--- config.mk ---
export PLATFORM = sky130hd
export DESIGN_NAME = data_bus_responder
export DESIGN_NICKNAME = d
export VERILOG_FILES = /design/src/rtl/data_bus_responder.sv
export SDC_FILE = /design/constraint.sdc
export NUM_CORES = 2
export LEC_CHECK = 0
export ABC_AREA = 1
export CORE_AREA = 4 4 466 468
export DETAILED_ROUTE_END_ITERATION = 6
export DIE_AREA = 0 0 470 472
export PLACE_DENSITY_LB_ADDON = 0.2
export SYNTH_ARGS = -nofsm -noshare
export SYNTH_HDL_FRONTEND = slang
export SYNTH_SLANG_ARGS = --single-unit
--- constraint.sdc ---
create_clock -name clk -period 5.9 [get_ports clk]
set_clock_uncertainty 0.15 [all_clocks]
set_input_delay 1.18 -clock clk [delete_from_list [all_inputs] [get_ports clk]]
set_output_delay 1.18 -clock clk [all_outputs]
set_load 0.05 [all_outputs]
--- src/rtl/data_bus_responder.sv ---
// data_bus_responder: single-cycle core data port with word RAM, LEDs, switches, cycle counter and 7-seg scanner
module data_bus_responder #(
    parameter int RAM_WORDS = 64,
    parameter int SCAN_DIV  = 100000
) (
    input  logic        clk,
    input  logic        reset,
    input  logic        MemWrite,
    input  logic [31:0] ALUResult,
    input  logic [31:0] WriteData,
    output logic [31:0] ReadData,
    input  logic [15:0] sw,
    output logic [15:0] led,
    output logic [6:0]  seg,
    output logic [3:0]  an
);
    localparam int AW = RAM_WORDS > 1 ? $clog2(RAM_WORDS) : 1;
    localparam int PW = SCAN_DIV > 2 ? $clog2(SCAN_DIV) : 1;
    localparam logic [PW-1:0] PRE_MAX = PW'(SCAN_DIV - 1);

    logic [31:0]   ram_q [1 << AW];
    logic [15:0]   ledreg_q, ledreg_d, disp_q, disp_d, sw_meta_q, sw_sync_q;
    logic [31:0]   cyc_q, cyc_d;
    logic [PW-1:0] pre_q, pre_d;
    logic [1:0]    idx_q, idx_d;
    logic [AW-1:0] ram_idx;
    logic          in_rng, sel_ram, sel_led, sel_sw, sel_disp, sel_cyc;
    logic [3:0]    nib;
    logic          unused_addr;

    assign unused_addr = ^ALUResult;
    assign in_rng   = ALUResult[31:9] == 23'd0;
    assign sel_ram  = in_rng && !ALUResult[8];
    assign sel_led  = in_rng && ALUResult[8:2] == 7'h40;
    assign sel_sw   = in_rng && ALUResult[8:2] == 7'h41;
    assign sel_disp = in_rng && ALUResult[8:2] == 7'h42;
    assign sel_cyc  = in_rng && ALUResult[8:2] == 7'h43;
    assign ram_idx  = ALUResult[AW+1:2];

    always_comb begin
        ReadData = sel_ram  ? ram_q[ram_idx] :
                   sel_led  ? {16'd0, ledreg_q} :
                   sel_sw   ? {16'd0, sw_sync_q} :
                   sel_disp ? {16'd0, disp_q} :
                   sel_cyc  ? cyc_q : 32'd0;
    end

    // RAM has no reset and keeps accepting stores while reset is high
    always_ff @(posedge clk) begin
        if (MemWrite && sel_ram) ram_q[ram_idx] <= WriteData;
    end

    always_comb begin
        ledreg_d = (MemWrite && sel_led) ? WriteData[15:0] : ledreg_q;
        disp_d   = (MemWrite && sel_disp) ? WriteData[15:0] : disp_q;
        cyc_d    = (MemWrite && sel_cyc) ? 32'd0 : cyc_q + 32'd1;
        pre_d    = (pre_q == PRE_MAX) ? '0 : pre_q + 1'b1;
        idx_d    = (pre_q == PRE_MAX) ? idx_q + 2'd1 : idx_q;
    end

    always_ff @(posedge clk) begin
        if (reset) begin
            ledreg_q  <= '0;
            disp_q    <= '0;
            cyc_q     <= '0;
            sw_meta_q <= '0;
            sw_sync_q <= '0;
            pre_q     <= '0;
            idx_q     <= '0;
        end else begin
            ledreg_q  <= ledreg_d;
            disp_q    <= disp_d;
            cyc_q     <= cyc_d;
            sw_meta_q <= sw;
            sw_sync_q <= sw_meta_q;
            pre_q     <= pre_d;
            idx_q     <= idx_d;
        end
    end

    assign led = ledreg_q;
    assign an  = ~(4'b0001 << idx_q);
    assign nib = disp_q[{idx_q, 2'b00} +: 4];

    always_comb begin
        seg = 7'b1111111;
        case (nib)
            4'h0: seg = 7'b1000000;
            4'h1: seg = 7'b1111001;
            4'h2: seg = 7'b0100100;
            4'h3: seg = 7'b0110000;
            4'h4: seg = 7'b0011001;
            4'h5: seg = 7'b0010010;
            4'h6: seg = 7'b0000010;
            4'h7: seg = 7'b1111000;
            4'h8: seg = 7'b0000000;
            4'h9: seg = 7'b0010000;
            4'hA: seg = 7'b0001000;
            4'hB: seg = 7'b0000011;
            4'hC: seg = 7'b1000110;
            4'hD: seg = 7'b0100001;
            4'hE: seg = 7'b0000110;
            4'hF: seg = 7'b0001110;
            default: seg = 7'b1111111;
        endcase
    end
endmodule

Word level (Yosys, flattened, before mapping)
Memories as Yosys holds them, arrays and structs flattened.
Cells that the tools add are included.
{"block": "totals", "register_bits": 115, "ram_bits": 2048, "mem_bits_ro": 112, "output_inout_bits": 59, "elab_cells": 40, "mem_count": 2}
{"block": "op_classes", "n_addsub": 3, "eq_ne": 5, "n_shift": 2, "n_mux": 7, "n_bitwise": 1, "reduce_logical": 13}
{"memory": "ram_q", "words": 64, "width": 32, "rd": 1, "rd_ports_with_merged_regs": 0, "wr": 1, "line_no": "21", "rtl": "logic [31:0] ram_q [1 << AW];"}
{"memory": "(name not given)", "words": 16, "width": 7, "rd": 1, "rd_ports_with_merged_regs": 0, "wr": 0, "line_no": "87", "rtl": "case (nib)"}
{"operator": "32-bit two-way mux", "count": 5}
{"operator": "32-bit by 1-bit adder with 32-bit output (second input constant)", "count": 1}
{"operator": "7-bit equality test (second input constant)", "count": 4}
{"operator": "23-bit zero test", "count": 1}
{"operator": "17-bit by 1-bit adder with 17-bit output (second input constant)", "count": 1}
{"operator": "17-bit equality test (second input constant)", "count": 1}
{"operator": "16-bit by 5-bit indexed part select with 4-bit output", "count": 1}
{"operator": "1-bit logical AND", "count": 9}
{"operator": "4-bit inverter", "count": 1}
{"operator": "2-bit OR reduction", "count": 2}
{"operator": "1-bit by 2-bit left shift with 4-bit output (first input constant)", "count": 1}
{"operator": "2-bit by 1-bit adder with 2-bit output (second input constant)", "count": 1}
{"operator": "1-bit two-way mux", "count": 2}
{"operator": "1-bit zero test", "count": 1}

Logic depth before layout (Yosys ltp)
{"block": "logic_depth", "depth_word": 7, "mapped_depth": 15}

Worst setup path after synthesis
No wires, ideal clock.
{"block": "synth_timing", "kind": "in2out", "from": "input ALUResult[5]", "to": "output ReadData[28]", "arrival_ns": 3.063, "required_time_ns": 4.570, "path_slack_ns": 1.507, "cell_stages": 10, "path_cell_list": "buf_2 inv_1 nand2_2 nor2_1 buf_4 nand3_2 clkbuf_1 o21ai_0 inv_1 nor2_1"}
{"block": "synth_between", "elab_chain_len": 7, "elab_cells_between_ends": 14, "classes_between": "eq/ne (4); mux (5); reduce/logical (4); memory (1)"}
{"item": "start: declaration", "line_no": "9", "rtl": "input logic [31:0] ALUResult,"}
{"item": "7-bit equality test", "line_no": "37", "rtl": "assign sel_cyc = in_rng && ALUResult[8:2] == 7'h43;"}
{"item": "1-bit logical AND", "line_no": "37"}
{"item": "32-bit two-way mux", "line_no": "45", "rtl": "sel_cyc ? cyc_q : 32'd0;"}
{"item": "32-bit two-way mux", "line_no": "44", "rtl": "sel_disp ? {16'd0, disp_q} :"}
{"item": "32-bit two-way mux", "line_no": "43", "rtl": "sel_sw ? {16'd0, sw_sync_q} :"}
{"item": "32-bit two-way mux", "line_no": "42", "rtl": "sel_led ? {16'd0, ledreg_q} :"}
{"item": "32-bit two-way mux (*)", "line_no": "41", "rtl": "ReadData = sel_ram ? ram_q[ram_idx] :"}
{"item": "end: declaration", "line_no": "11", "rtl": "output logic [31:0] ReadData,"}
Mark *: on every way between the ends. The rest lies on a longest branch, timed or not.

Worst setup path after layout
{"block": "layout_timing", "from": "input ALUResult[2]", "to": "output ReadData[25]"}
Same word-level chain as after synthesis.

==> summary.md <==
| Metric | Value |
|---|---|
| Detailed Routing Iterations Pass 1 | 7 |
| Total Die Area | 222,000 um2 |
| Final Wtd Congestion | 0.872 |
| WHS | 0.255 ns |
| TritonCTS clock tree | done |
| Root buffer cell | clkbuf_16 |
| RSZ-0062 raised after global routing | false |
| H-tree levels | 4 |
| Yosys warnings | 0 |
| Chip width | 470 um |
| Placed cell area | 95,200 um2 |
| Synthesized flop and latch total | 2,163 |
| Max Cap Viol | 0 |
| Mapped Nets | 8,414 |
| Fin Setup TNS | 0 ns |
| Via Count | 60,600 |
| Fin crit share | 93.0% |
| CP Cell Sequence | buf_8 > buf_12 > nor2_4 > buf_12 > buf_12 > buf_4 > a21oi_1 > nand4_1 > nand3_1 > nand2_1 > nand2_1 > nand2_1 > nor2_1 > nor2_1 > buf_12 |
| Slowest cell on crit path | nor2_1 |
| RR Startpoint | cyc_q[7] |
| IO buf count | 139 |
| Switch share | 23.2% |
| Fin area | 102,000 um2 |
| Mean Syn Cell Area | 10.7 um2 |
| Slew @ Worst Pin | 1.16 ns |
| Internal power | 24,500 uW |
| Synth Cell Area | 88,900 um2 |
| Worst-Skew Late Latency | 0.86 ns |
| CORE AREA | 214,000 um2 |
| Hold buffers post-CTS | 0 |
| Residual DRC | 1 |
| Detailed Place HPWL | 155,000 um |
| Via density | 5.26 |
| Largest net degree at the start of global routing | 132 |
| Post-CTS setup buffer count | 0 |
| Initial antenna violation count | 18 |
| Longest Clk Path Bufs | 3 |
| Worst Path Required | 4.57 ns |
| Gr ovfl total | 0 |
| Startpoint Class | input pin |
| Layout cell share with drive strength beyond 1 | 8.06% |
| Outcome | complete, but fails checks |
| CP delay by family, top | simple AND/OR/NAND/NOR gates |
| # setup viols final | 0 |
| Crit path time final | 5.49 ns |
| 1st-iter DRT viols | 7,333 |
| Hold Path Class | flop to flop |
| Reg-to-reg slack, setup | 3.70 ns |
| PostCTS Resize Cnt | 0 |
| Initial core utilization | 41.6% |
| Synth unique cells | 37 |
| Post-route antenna net violation count | 0 |
| WL/cell | 24.0 um |
| Final wirelength | 277,000 um |
| Clk slew on worst S/H paths | 0.06 ns |
| IO Pins | 142 |
| Reg2reg end | cyc_q[27] |
| Worst R2R Path Depth | 6 |
| Yosys top cell area share | 69.2% |
| Vias in the first global route | 56,600 |
| Die Y | 472 um |
| Yosys top cell by area | edfxtp_1 |
| Hold path startpoint | sw_meta_q[2] |
| WP depth | 15 |
| Critical path class | input pin to output pin |
| Seq/Total Area, Yosys | 71.8% |
| Largest stage delay on the critical path | 0.57 ns |
| Pwr dens | 313 nW/um2 |
| Failing checks | DRC |
| F_max | 0.182 GHz |
| Hold EP | sw_sync_q[2] |
| Type of element capturing the critical path | output pin |
| Clock buffer count from CTS | 220 |
| Final net count | 8,593 |
| Global-route wire length before repair | 398,000 um |
| Placed insts | 11,100 |
| Worst VDD drop | 302 uV |
| Post-route insts no fill | 11,500 |
| Most frequent CP cell | buf_12 |
| Final Hold Fails | 0 |
| Sequential Power Share | 52.7% |
| Layout area overhead | 14.6% |
| Gr usage total | 24.4% |
| WP data arrival | 4.16 ns |
| Mapped Cells | 8,319 |
| Rel. slew slack | 22.6% |
| Worst Hold Depth | 2 |
| Pleak | 0.0387 uW |
| Crit Path Max Fanout | 39 |
| Share of total power in the clock network | 41.2% |
| Row count | 170 |
| Buffer and inverter count on the worst path | 6 |
| Synth area leaders | edfxtp_1 (69%), nand2_1 (18%), dfxtp_1 (2.6%) |
| Logic gate share of total power | 6.1% |
| Max-slew violation total from the final report | 0 |
| Switching power | 7390 uW |
| Clock sinks | 2,163 |
-- state kept, by name, summed over array words and instances (netlist names) --
name       cells
disp_q        16
led           16
sw_meta_q     16
ram_q       2048
sw_sync_q     16
pre_q         17
idx_q          2
cyc_q         32
-- cells by family (layout without fill, tap and decap cells) --
family / after synthesis / count (layout) / share of synthesized area, %
buffers and inverters: 737 / 1104 / 3.40
other: 0 / 4 / 0
DFF: 2163 / 2163 / 71.8
adders and majority gates: 12 / 12 / 0.169
xor gates and xnor gates: 14 / 14 / 0.138
and+or+nand+nor: 5160 / 5160 / 23.1
AOI/OAI and AO/OA: 233 / 233 / 1.42
-- cell usage after synthesis --
master / count
xnor2_1: 4
a21oi_1: 104
nand4_1: 224
nand2_1: 4308
clkinv_1: 1
nor4_1: 9
nor2_2: 8
o21ai_0: 91
a21boi_0: 1
xor2_1: 10
clkbuf_1: 175
nand3b_1: 1
buf_4: 4
buf_1: 45
nand3_1: 342
o211ai_1: 12
nor3_1: 25
a211oi_1: 1
inv_2: 7
nor2_1: 221
buf_2: 195
nor2_4: 2
inv_1: 310
o21ai_1: 6
a32oi_1: 2
o21a_1: 1
a31oi_1: 1
nand2_2: 1
and3_1: 1
nor3b_1: 10
and3b_1: 1
o2111ai_1: 14
nand3_2: 2
ha_1: 12
edfxtp_1: 2048
or2_2: 5
dfxtp_1: 115
-- metrics by stage --
stage	worst slack, ns	power [uW]	utilization (%)
2_1_floorplan	1.51	18000	-
3_3_place_gp	0.133	19000	44.6
3_5_place_dp	0.110	19100	44.6
4_1_cts	0.124	32100	47.7
5_1_grt	0.275	32900	47.7
6_report	0.411	31900	47.7
-- cell type report --
cell class,instances,area [um2]
fillers,19200,112000
flip-flops and latches,2163,63800
multi-input cells,5419,22600
clock buffers,273,5770
repair buffers,376,3990
well taps,2838,3550
inverters,318,1220
clock inverters,137,956
diodes,4,10.0
-- tightest hold or removal path: stages (launching register included) --
cell	delay [ns]
dfxtp_1	0.29
inv_1	0.04
nor2_1	0.03
-- per-layer routing --
layer / vias to the layer above / track usage (%) / wire, um
met4: 4 / 7.88 / 8920
met1: 29400 / 35.1 / 120000
li1: 28100 / - / -
met2: 2675 / 38.1 / 124000
met5: - / 0 / 14
met3: 404 / 3.98 / 23600
-- placed cells by master (no fill, tap or decap), drive strengths merged, types with 5 or more instances in the layout --
cell type / synthesis / final
nand2: 4309 / 4309
edfxtp: 2048 / 2048
nand3: 344 / 344
inv: 317 / 326
buf: 244 / 305
clkbuf: 175 / 273
nor2: 231 / 231
nand4: 224 / 224
clkinv: 1 / 116
dfxtp: 115 / 115
a21oi: 104 / 104
o21ai: 97 / 97
clkdlybuf4s50: 0 / 71
nor3: 25 / 25
o2111ai: 14 / 14
o211ai: 12 / 12
ha: 12 / 12
nor3b: 10 / 10
xor2: 10 / 10
nor4: 9 / 9
bufinv: 0 / 8
or2: 5 / 5
clkinvlp: 0 / 5
-- worst max path at each step --
stage                 start           end  slack, ns
6_report       ALUResult[2]  ReadData[25]       0.41
5_1_grt        ALUResult[2]  ReadData[23]       0.28
4_1_cts        ALUResult[7]  ReadData[28]       0.12
3_5_place_dp   ALUResult[7]  ReadData[28]       0.11
3_3_place_gp   ALUResult[7]  ReadData[28]       0.13
2_1_floorplan  ALUResult[5]  ReadData[28]       1.51
-- power by group through the flow --
stage	Sequential, uW	Combinational, uW	Clock (uW)
floorplan	17100	903	0
global placement	17100	1900	0
detailed placement	17100	1920	0
CTS	16800	1930	13300
global route	16800	2080	14000
finish	16800	1930	13200
(Power assumes the default switching activity.)
